==> config.mk <==
export PLATFORM = sky130hd
export DESIGN_NAME = load_store_unit_flat
export DESIGN_NICKNAME = d
export VERILOG_FILES = /design/src/rtl/lsu_pkg.sv /design/src/rtl/load_store_unit_if.sv /design/src/rtl/lsu_format.sv /design/src/rtl/load_store_unit.sv /design/src/flat_wrapper.sv
export SDC_FILE = /design/constraint.sdc
export NUM_CORES = 1
export LEC_CHECK = 0
export CAP_MARGIN = 40
export CORE_MARGIN = 4
export CORE_UTILIZATION = 47
export DETAILED_ROUTE_END_ITERATION = 8
export PLACE_DENSITY = 0.89
export SLEW_MARGIN = 20
export SYNTH_ARGS = -nofsm -noshare
export SYNTH_HDL_FRONTEND = slang
export SYNTH_SLANG_ARGS = --single-unit
==> constraint.sdc <==
create_clock -name CLOCK_50 -period 3.51 [get_ports CLOCK_50]
set_input_delay 0.5265 -clock CLOCK_50 [delete_from_list [all_inputs] [get_ports CLOCK_50]]
set_output_delay 0.5265 -clock CLOCK_50 [all_outputs]
set_load 0.005 [all_outputs]
==> src/rtl/lsu_pkg.sv <==
// Shared types and constants for the load/store unit: FSM states, access sizes,
// RV32I funct3 encodings and the funct3 legality helper.
package lsu_pkg;

    localparam int BYTE_W = 8;
    localparam int LANES  = 4;

    localparam logic [2:0] F3_B  = 3'd0;
    localparam logic [2:0] F3_H  = 3'd1;
    localparam logic [2:0] F3_W  = 3'd2;
    localparam logic [2:0] F3_BU = 3'd4;
    localparam logic [2:0] F3_HU = 3'd5;

    typedef enum logic [1:0] {
        S_IDLE,
        S_LD_WAIT,
        S_LD_RESP,
        S_RMW_MERGE
    } state_t;

    typedef enum logic [1:0] {
        SZ_B,
        SZ_H,
        SZ_W
    } size_t;

    function automatic logic f3_legal(input logic we, input logic [2:0] f3);
        if (we) begin
            return f3 inside {F3_B, F3_H, F3_W};
        end
        return f3 inside {F3_B, F3_H, F3_W, F3_BU, F3_HU};
    endfunction

endpackage

==> src/rtl/load_store_unit_if.sv <==
// Core-side request/response and RAM-side signals of the load/store unit.
// slave = the LSU itself, master = the core plus data RAM around it.
interface load_store_unit_if #(
    parameter int ADDR_W = 8
);
    logic              req_valid;
    logic              req_we;
    logic [2:0]        req_funct3;
    logic [31:0]       req_addr;
    logic [31:0]       req_wdata;
    logic              stall;
    logic              rsp_valid;
    logic [31:0]       rsp_rdata;
    logic              fault;
    logic [ADDR_W-1:0] mem_addr;
    logic [31:0]       mem_wdata;
    logic              mem_wren;
    logic [31:0]       mem_q;

    modport slave (
        input  req_valid, req_we, req_funct3, req_addr, req_wdata, mem_q,
        output stall, rsp_valid, rsp_rdata, fault, mem_addr, mem_wdata, mem_wren
    );

    modport master (
        output req_valid, req_we, req_funct3, req_addr, req_wdata, mem_q,
        input  stall, rsp_valid, rsp_rdata, fault, mem_addr, mem_wdata, mem_wren
    );
endinterface

==> src/rtl/lsu_format.sv <==
// Combinational data path of the LSU: load byte/half extraction with sign or
// zero extension, and byte-lane merge of store data into a read word.
module lsu_format
    import lsu_pkg::*;
(
    input  size_t       i_size,
    input  logic        i_unsigned,
    input  logic [1:0]  i_offset,
    input  logic [31:0] i_mem_q,
    input  logic [31:0] i_wdata,
    output logic [31:0] o_load_data,
    output logic [31:0] o_merge_data
);

    logic [31:0] w_shifted;

    assign w_shifted = i_mem_q >> {i_offset, 3'b000};

    always_comb begin
        o_load_data = w_shifted;
        case (i_size)
            SZ_B:    o_load_data = {{24{~i_unsigned & w_shifted[7]}},  w_shifted[7:0]};
            SZ_H:    o_load_data = {{16{~i_unsigned & w_shifted[15]}}, w_shifted[15:0]};
            default: o_load_data = w_shifted;
        endcase
    end

    // Each lane takes either the old RAM byte or the matching byte of the
    // store data, which always comes from the low bits of rs2.
    for (genvar gi = 0; gi < LANES; gi++) begin : g_lane
        localparam logic [1:0] LANE = 2'(gi);
        logic              w_lane_en;
        logic [BYTE_W-1:0] w_lane_src;

        always_comb begin
            w_lane_en  = 1'b1;
            w_lane_src = i_wdata[BYTE_W*gi +: BYTE_W];
            case (i_size)
                SZ_B: begin
                    w_lane_en  = (i_offset == LANE);
                    w_lane_src = i_wdata[BYTE_W-1:0];
                end
                SZ_H: begin
                    w_lane_en  = (i_offset[1] == LANE[1]);
                    w_lane_src = i_wdata[BYTE_W*(gi%2) +: BYTE_W];
                end
                default: begin
                    w_lane_en  = 1'b1;
                    w_lane_src = i_wdata[BYTE_W*gi +: BYTE_W];
                end
            endcase
        end

        assign o_merge_data[BYTE_W*gi +: BYTE_W] =
            w_lane_en ? w_lane_src : i_mem_q[BYTE_W*gi +: BYTE_W];
    end

endmodule

==> src/rtl/load_store_unit.sv <==
// RV32I load/store unit in front of a 1-cycle-latency word RAM.
// Define LSU_MISALIGN_CHK_EN to enable misalignment/illegal-funct3 faults.
module load_store_unit
    import lsu_pkg::*;
#(
    parameter int ADDR_W = 8
) (
    input  logic              CLOCK_50,
    input  logic              reset,
    load_store_unit_if.slave  bus
);

    state_t            r_state, w_next_state;
    logic [ADDR_W-1:0] r_addr, w_req_word;
    size_t             r_size, w_size;
    logic              r_unsigned, w_unsigned;
    logic [1:0]        r_off, w_off;
    logic [31:0]       r_wdata;
    logic [31:0]       r_rdata;
    logic [31:0]       w_load_data, w_merge_data;
    logic              w_legal, w_bad;
    logic              w_unused;

    // Address bits above the RAM depth alias, so they are deliberately dropped.
    assign w_req_word = bus.req_addr[ADDR_W+1:2];
    assign w_unused   = ^bus.req_addr[31:ADDR_W+2];

    always_comb begin
        w_legal    = f3_legal(bus.req_we, bus.req_funct3);
        w_unsigned = w_legal & bus.req_funct3[2];
        w_size     = SZ_W;
        if (w_legal) begin
            case (bus.req_funct3[1:0])
                2'd0:    w_size = SZ_B;
                2'd1:    w_size = SZ_H;
                default: w_size = SZ_W;
            endcase
        end
`ifdef LSU_MISALIGN_CHK_EN
        w_bad = !w_legal
              || (w_size == SZ_H && bus.req_addr[0])
              || (w_size == SZ_W && bus.req_addr[1:0] != 2'b00);
        w_off = bus.req_addr[1:0];
`else
        // Without checking, offset bits below the access size are ignored.
        w_bad = 1'b0;
        case (w_size)
            SZ_B:    w_off = bus.req_addr[1:0];
            SZ_H:    w_off = {bus.req_addr[1], 1'b0};
            default: w_off = 2'b00;
        endcase
`endif
    end

    always_ff @(posedge CLOCK_50) begin
        if (reset) begin
            r_state    <= S_IDLE;
            r_addr     <= '0;
            r_size     <= SZ_W;
            r_unsigned <= 1'b0;
            r_off      <= 2'b00;
            r_wdata    <= '0;
            r_rdata    <= '0;
        end else begin
            r_state <= w_next_state;
            if (r_state == S_IDLE && bus.req_valid) begin
                r_addr     <= w_req_word;
                r_size     <= w_size;
                r_unsigned <= w_unsigned;
                r_off      <= w_off;
                r_wdata    <= bus.req_wdata;
            end
            if (r_state == S_LD_WAIT) begin
                r_rdata <= w_load_data;
            end
        end
    end

    lsu_format u_format (
        .i_size       (r_size),
        .i_unsigned   (r_unsigned),
        .i_offset     (r_off),
        .i_mem_q      (bus.mem_q),
        .i_wdata      (r_wdata),
        .o_load_data  (w_load_data),
        .o_merge_data (w_merge_data)
    );

    assign bus.rsp_rdata = r_rdata;

    always_comb begin
        w_next_state  = r_state;
        bus.stall     = 1'b0;
        bus.rsp_valid = 1'b0;
        bus.fault     = 1'b0;
        bus.mem_wren  = 1'b0;
        bus.mem_wdata = '0;
        bus.mem_addr  = r_addr;
        case (r_state)
            S_IDLE: begin
                bus.mem_addr = w_req_word;
                if (bus.req_valid) begin
                    if (w_bad) begin
                        bus.fault = 1'b1;
                    end else if (bus.req_we && w_size == SZ_W) begin
                        bus.mem_wren  = 1'b1;
                        bus.mem_wdata = bus.req_wdata;
                    end else if (bus.req_we) begin
                        bus.stall    = 1'b1;
                        w_next_state = S_RMW_MERGE;
                    end else begin
                        bus.stall    = 1'b1;
                        w_next_state = S_LD_WAIT;
                    end
                end
            end
            S_LD_WAIT: begin
                bus.stall    = 1'b1;
                w_next_state = S_LD_RESP;
            end
            S_LD_RESP: begin
                bus.rsp_valid = 1'b1;
                w_next_state  = S_IDLE;
            end
            S_RMW_MERGE: begin
                bus.mem_wren  = 1'b1;
                bus.mem_wdata = w_merge_data;
                w_next_state  = S_IDLE;
            end
            default: w_next_state = S_IDLE;
        endcase
        // Reset drops any pending merge write and holds the RAM port quiet.
        if (reset) begin
            bus.stall     = 1'b0;
            bus.rsp_valid = 1'b0;
            bus.fault     = 1'b0;
            bus.mem_wren  = 1'b0;
            bus.mem_wdata = '0;
            bus.mem_addr  = '0;
            w_next_state  = S_IDLE;
        end
    end

endmodule
==> src/flat_wrapper.sv <==
// flat-port wrapper written by rule: the top's interface ports become plain ports
module load_store_unit_flat import lsu_pkg::*;
#(
    parameter int ADDR_W = 8
)
  (CLOCK_50, reset, bus_req_valid, bus_req_we, bus_req_funct3, bus_req_addr, bus_req_wdata, bus_mem_q, bus_stall, bus_rsp_valid, bus_rsp_rdata, bus_fault, bus_mem_addr, bus_mem_wdata, bus_mem_wren);
  load_store_unit_if #(.ADDR_W(ADDR_W)) bus_i ();
  input  logic CLOCK_50;
  input  logic reset;
  input wire logic [$bits(bus_i.req_valid)-1:0] bus_req_valid;
  input wire logic [$bits(bus_i.req_we)-1:0] bus_req_we;
  input wire logic [$bits(bus_i.req_funct3)-1:0] bus_req_funct3;
  input wire logic [$bits(bus_i.req_addr)-1:0] bus_req_addr;
  input wire logic [$bits(bus_i.req_wdata)-1:0] bus_req_wdata;
  input wire logic [$bits(bus_i.mem_q)-1:0] bus_mem_q;
  output wire logic [$bits(bus_i.stall)-1:0] bus_stall;
  output wire logic [$bits(bus_i.rsp_valid)-1:0] bus_rsp_valid;
  output wire logic [$bits(bus_i.rsp_rdata)-1:0] bus_rsp_rdata;
  output wire logic [$bits(bus_i.fault)-1:0] bus_fault;
  output wire logic [$bits(bus_i.mem_addr)-1:0] bus_mem_addr;
  output wire logic [$bits(bus_i.mem_wdata)-1:0] bus_mem_wdata;
  output wire logic [$bits(bus_i.mem_wren)-1:0] bus_mem_wren;
  assign bus_i.req_valid = bus_req_valid;
  assign bus_i.req_we = bus_req_we;
  assign bus_i.req_funct3 = bus_req_funct3;
  assign bus_i.req_addr = bus_req_addr;
  assign bus_i.req_wdata = bus_req_wdata;
  assign bus_i.mem_q = bus_mem_q;
  assign bus_stall = bus_i.stall;
  assign bus_rsp_valid = bus_i.rsp_valid;
  assign bus_rsp_rdata = bus_i.rsp_rdata;
  assign bus_fault = bus_i.fault;
  assign bus_mem_addr = bus_i.mem_addr;
  assign bus_mem_wdata = bus_i.mem_wdata;
  assign bus_mem_wren = bus_i.mem_wren;
  load_store_unit #(.ADDR_W(ADDR_W)) u_core (.CLOCK_50(CLOCK_50), .reset(reset), .bus(bus_i));
endmodule
==> metrics.md <==
| Metric | Value |
|---|---|
| Status | `completed` |
| Pins Over Slew Limit | `0` |
| Post-route insts no fill | `827` |
| Rows | `35` |
| Boundary pin count | `about 180` |
| Nets@finish | `800` |
| HP Class | `flip-flop to flip-flop` |
| Post-synth EDFFs | `0` |
| Max-slew headroom | `47.0%` |
| Inserted Diodes | `0` |
| CP Launch Type | `flip-flop` |
| CTS clk-pin slew, worst paths | `about 0.09 ns` |
| Unique cell type count in the Yosys netlist | `41` |
| Slowest stage delay, CP | `0.51 ns` |
| Fmax | `about 300 MHz` |
| Core Box Area | `0.00928 mm^2` |
| Worst-skew pair later-pin latency | `0.35 ns` |
| Initial cell density of the core | `between 40% and 50%` |
| First drt pass iteration count | `5` |
| Maximum vdd drop | `about 0.00021 V` |
| Syn-to-layout area delta | `39.8%` |
| Synth warn | `0` |
| FF+latch area | `approximately 0.0016 mm^2` |
| Final hold violations | `0` |
| Critical path type | `flip-flop to output pin` |
| Worst-path maximum fanout | `10` |
| Die footprint | `roughly 0.011 mm^2` |
| Layout Skew | `0.0136 ns` |
| Clock sinks | `between 70 and 80` |
| Sequential fraction of the synthesis area | `35.2%` |
| Die height | `106 um` |
| Ys flop type | `dfxtp_1` |
| Setup violations, final | `0` |
| Num CTS Buffers | `9` |
| Wire length per cell | `about 19 um` |
| Max clock buf depth | `2` |
| Root buffer cell | `clkbuf_8` |
| Critical path's slowest cell | `clkdlybuf4s50_1` |
| Initial antenna violation count | `0` |
| Max Cap Viol | `0` |
| Crit share post-route | `93.9%` |
| Syn Area/Cell | `about 8 um^2` |
| Post-layout minimum cycle time | `3.30 ns` |
| Hold Worst Slack | `0.453 ns` |
| Via density | `5.76` |
| Placed cells | `811` |
| Fillers | `slightly below 800` |
| ANT nets after route | `0` |
| Unrepaired setup endpoints after global routing | `false` |
| P_leak | `approximately 2.3 nW` |
| Setup TNS | `0 ns` |
| Post-Route WL | `roughly 15000 um` |
| Final Util | `67.7%` |
| Die W | `106 um` |
| Iter 0 DRT Violations | `340` |
| Total global routing overflow | `0` |
| Power per standard cell area | `378 mW/mm^2` |
| Least-Margin Pin Slew | `0.788 ns` |
| Worst Path Required | `2.98 ns` |
| First-pass GRT wire length | `24000 um` |
| Register bit total from synthesis | `79` |
| Routability cong. | `0.908` |
| Area of the multi-input gates | `0.00263 mm^2` |
| Crit path DAT | `2.77 ns` |
| CTS tree | `done` |
| Post-route DRC | `0` |
| Post-synthesis async set-or-reset flop share | `0%` |
| Mapped cell area | `0.00449 mm^2` |
| Hpwl dp | `11400 um` |
| I/O Buffers | `155` |
| Synthesized Nets | `672` |
| Crit. End Element | `output pin` |
| Share of cells above drive strength 1 | `7.31%` |
| Mapped Cells | `565` |
| GRT Resource Usage Total | `between 20% and 30%` |
| Crit path buffers/inverters | `2` |
| H-tree Lvls | `3` |
| Cells along the critical path | `inv_1 > ha_1 > or3_1 > nor2_2 > a22o_1 > clkdlybuf4s50_1` |
| Crit path max-delay family | `simple AND/OR/NAND/NOR gates` |
| CTS Hold Bufs | `0` |
| Vias | `4764` |
| Vias in the first global route | `roughly 4600` |
| Largest net degree at the start of global routing | `51` |
placed cells by master (no fill, tap or decap), types with 14 or more instances in the layout:
cell type / netlist / routed
clkdlybuf4s50_1: 0 / 154
nand2_1: 101 / 101
dfxtp_1: 79 / 79
mux2i_1: 56 / 56
a21oi_1: 53 / 53
nor2_1: 49 / 49
o22ai_1: 30 / 30
a211oi_1: 25 / 25
o21ai_0: 16 / 16
o2bb2ai_1: 16 / 16
mux2_2: 15 / 15
inv_1: 14 / 14
cell families (layout without fill, tap and decap cells):
group                      after synthesis  count (layout)  synth area share (%)
buffers and inverters                   64             197                  6.32
muxes                                   72              72                  16.7
AOI/OAI and AO/OA                      163             163                  23.8
other                                    1               1                0.0835
DFF                                     79              79                  35.2
and+or+nand+nor                        182             182                  16.7
adders and majority gates                4               4                  1.11
worst paths after layout:
kind              cells after the start                       startpoint  slack [ns]                              end
hold reg to reg                       2  u_core.r_wdata[19]$_SDFFE_PP0P_        0.45  u_core.r_wdata[19]$_SDFFE_PP0P_
setup / recovery                      6   u_core.r_state[0]$_SDFFE_PP0P_        0.21                bus_mem_wdata[15]
hold / removal                        2  u_core.r_wdata[19]$_SDFFE_PP0P_        0.45  u_core.r_wdata[19]$_SDFFE_PP0P_
setup reg to reg                      8   u_core.r_state[0]$_SDFFE_PP0P_        1.04   u_core.r_state[1]$_SDFFE_PP0P_
area by class of cell:
cell class	instances	share of cell area, %
clock buffer	11	2.09
clock inverter	5	1.31
inverter	15	0.896
multi-input combinational	422	41.8
sequential	79	25.2
tap	129	2.57
timing repair buffer	166	26.1
power by group:
group	total (mW)	leakage [nW]	switching [mW]	internal, mW
logic	0.610	1.51	0.300	0.310
clock network	0.748	0.0958	0.346	0.401
registers	1.02	0.648	0.0516	0.967
worst reg2reg max path: cells and delay by family (launching register included):
kind / cells / cell delay, ns
AOI/OAI and AO/OA: 3 / 0.93
adders and majority gates: 1 / 0.34
buffers and inverters: 3 / 0.66
DFF: 1 / 0.35
and+or+nand+nor: 1 / 0.11
cell usage after synthesis, drive strengths merged, types with 3 or more instances:
master,n,area share (%)
o22ai,30,4.2
mux2i,56,12
and3,8,1.1
nand2b,3,0.42
dfxtp,79,35
a22oi,3,0.50
nor2,50,4.2
a2bb2oi,9,1.8
nor3,10,1.1
nor2b,3,0.42
buf,17,2.4
a21oi,56,6.8
clkbuf,32,2.7
a211oi,25,4.2
ha,4,1.1
inv,15,1.3
mux2,15,3.8
nand2,101,8.4
o21ai,17,1.9
o2bb2ai,16,3.1
per-layer routing:
metal  vias to the layer above  wire, um  GRT usage, %
li1                       2258         -             -
met2                       234      7230          42.6
met5                         -         0             0
met4                         0       378          9.71
met3                        38      1210          4.78
met1                      2234      6610          35.9
stage by stage:
| step | power, mW | worst slack (ns) | cell area, um^2 |
|---|---|---|---|
| 2_1_floorplan | 1.34 | 1.31 | 4490 |
| 3_3_place_gp | 1.62 | 0.307 | 6070 |
| 3_5_place_dp | 1.64 | 0.240 | 6070 |
| 4_1_cts | 2.37 | 0.193 | 6280 |
| 5_1_grt | 2.47 | 0.0870 | 6280 |
| 6_report | 2.38 | 0.213 | 6280 |
repair_timing:
action | CTS | global route
endpoints found under the setup margin | 0 | 4
setup buffers | 0 | 0
gates resized for setup | 0 | 1
flip-flops by register name (all words and copies together), names as in the netlist:
signal,cells
u_core.r_unsigned,1
u_core.r_size,2
u_core.bus.rsp_rdata,32
u_core.r_state,2
u_core.r_off,2
u_core.r_wdata,32
u_core.r_addr,8
Power figures use the tool's default switching activity.
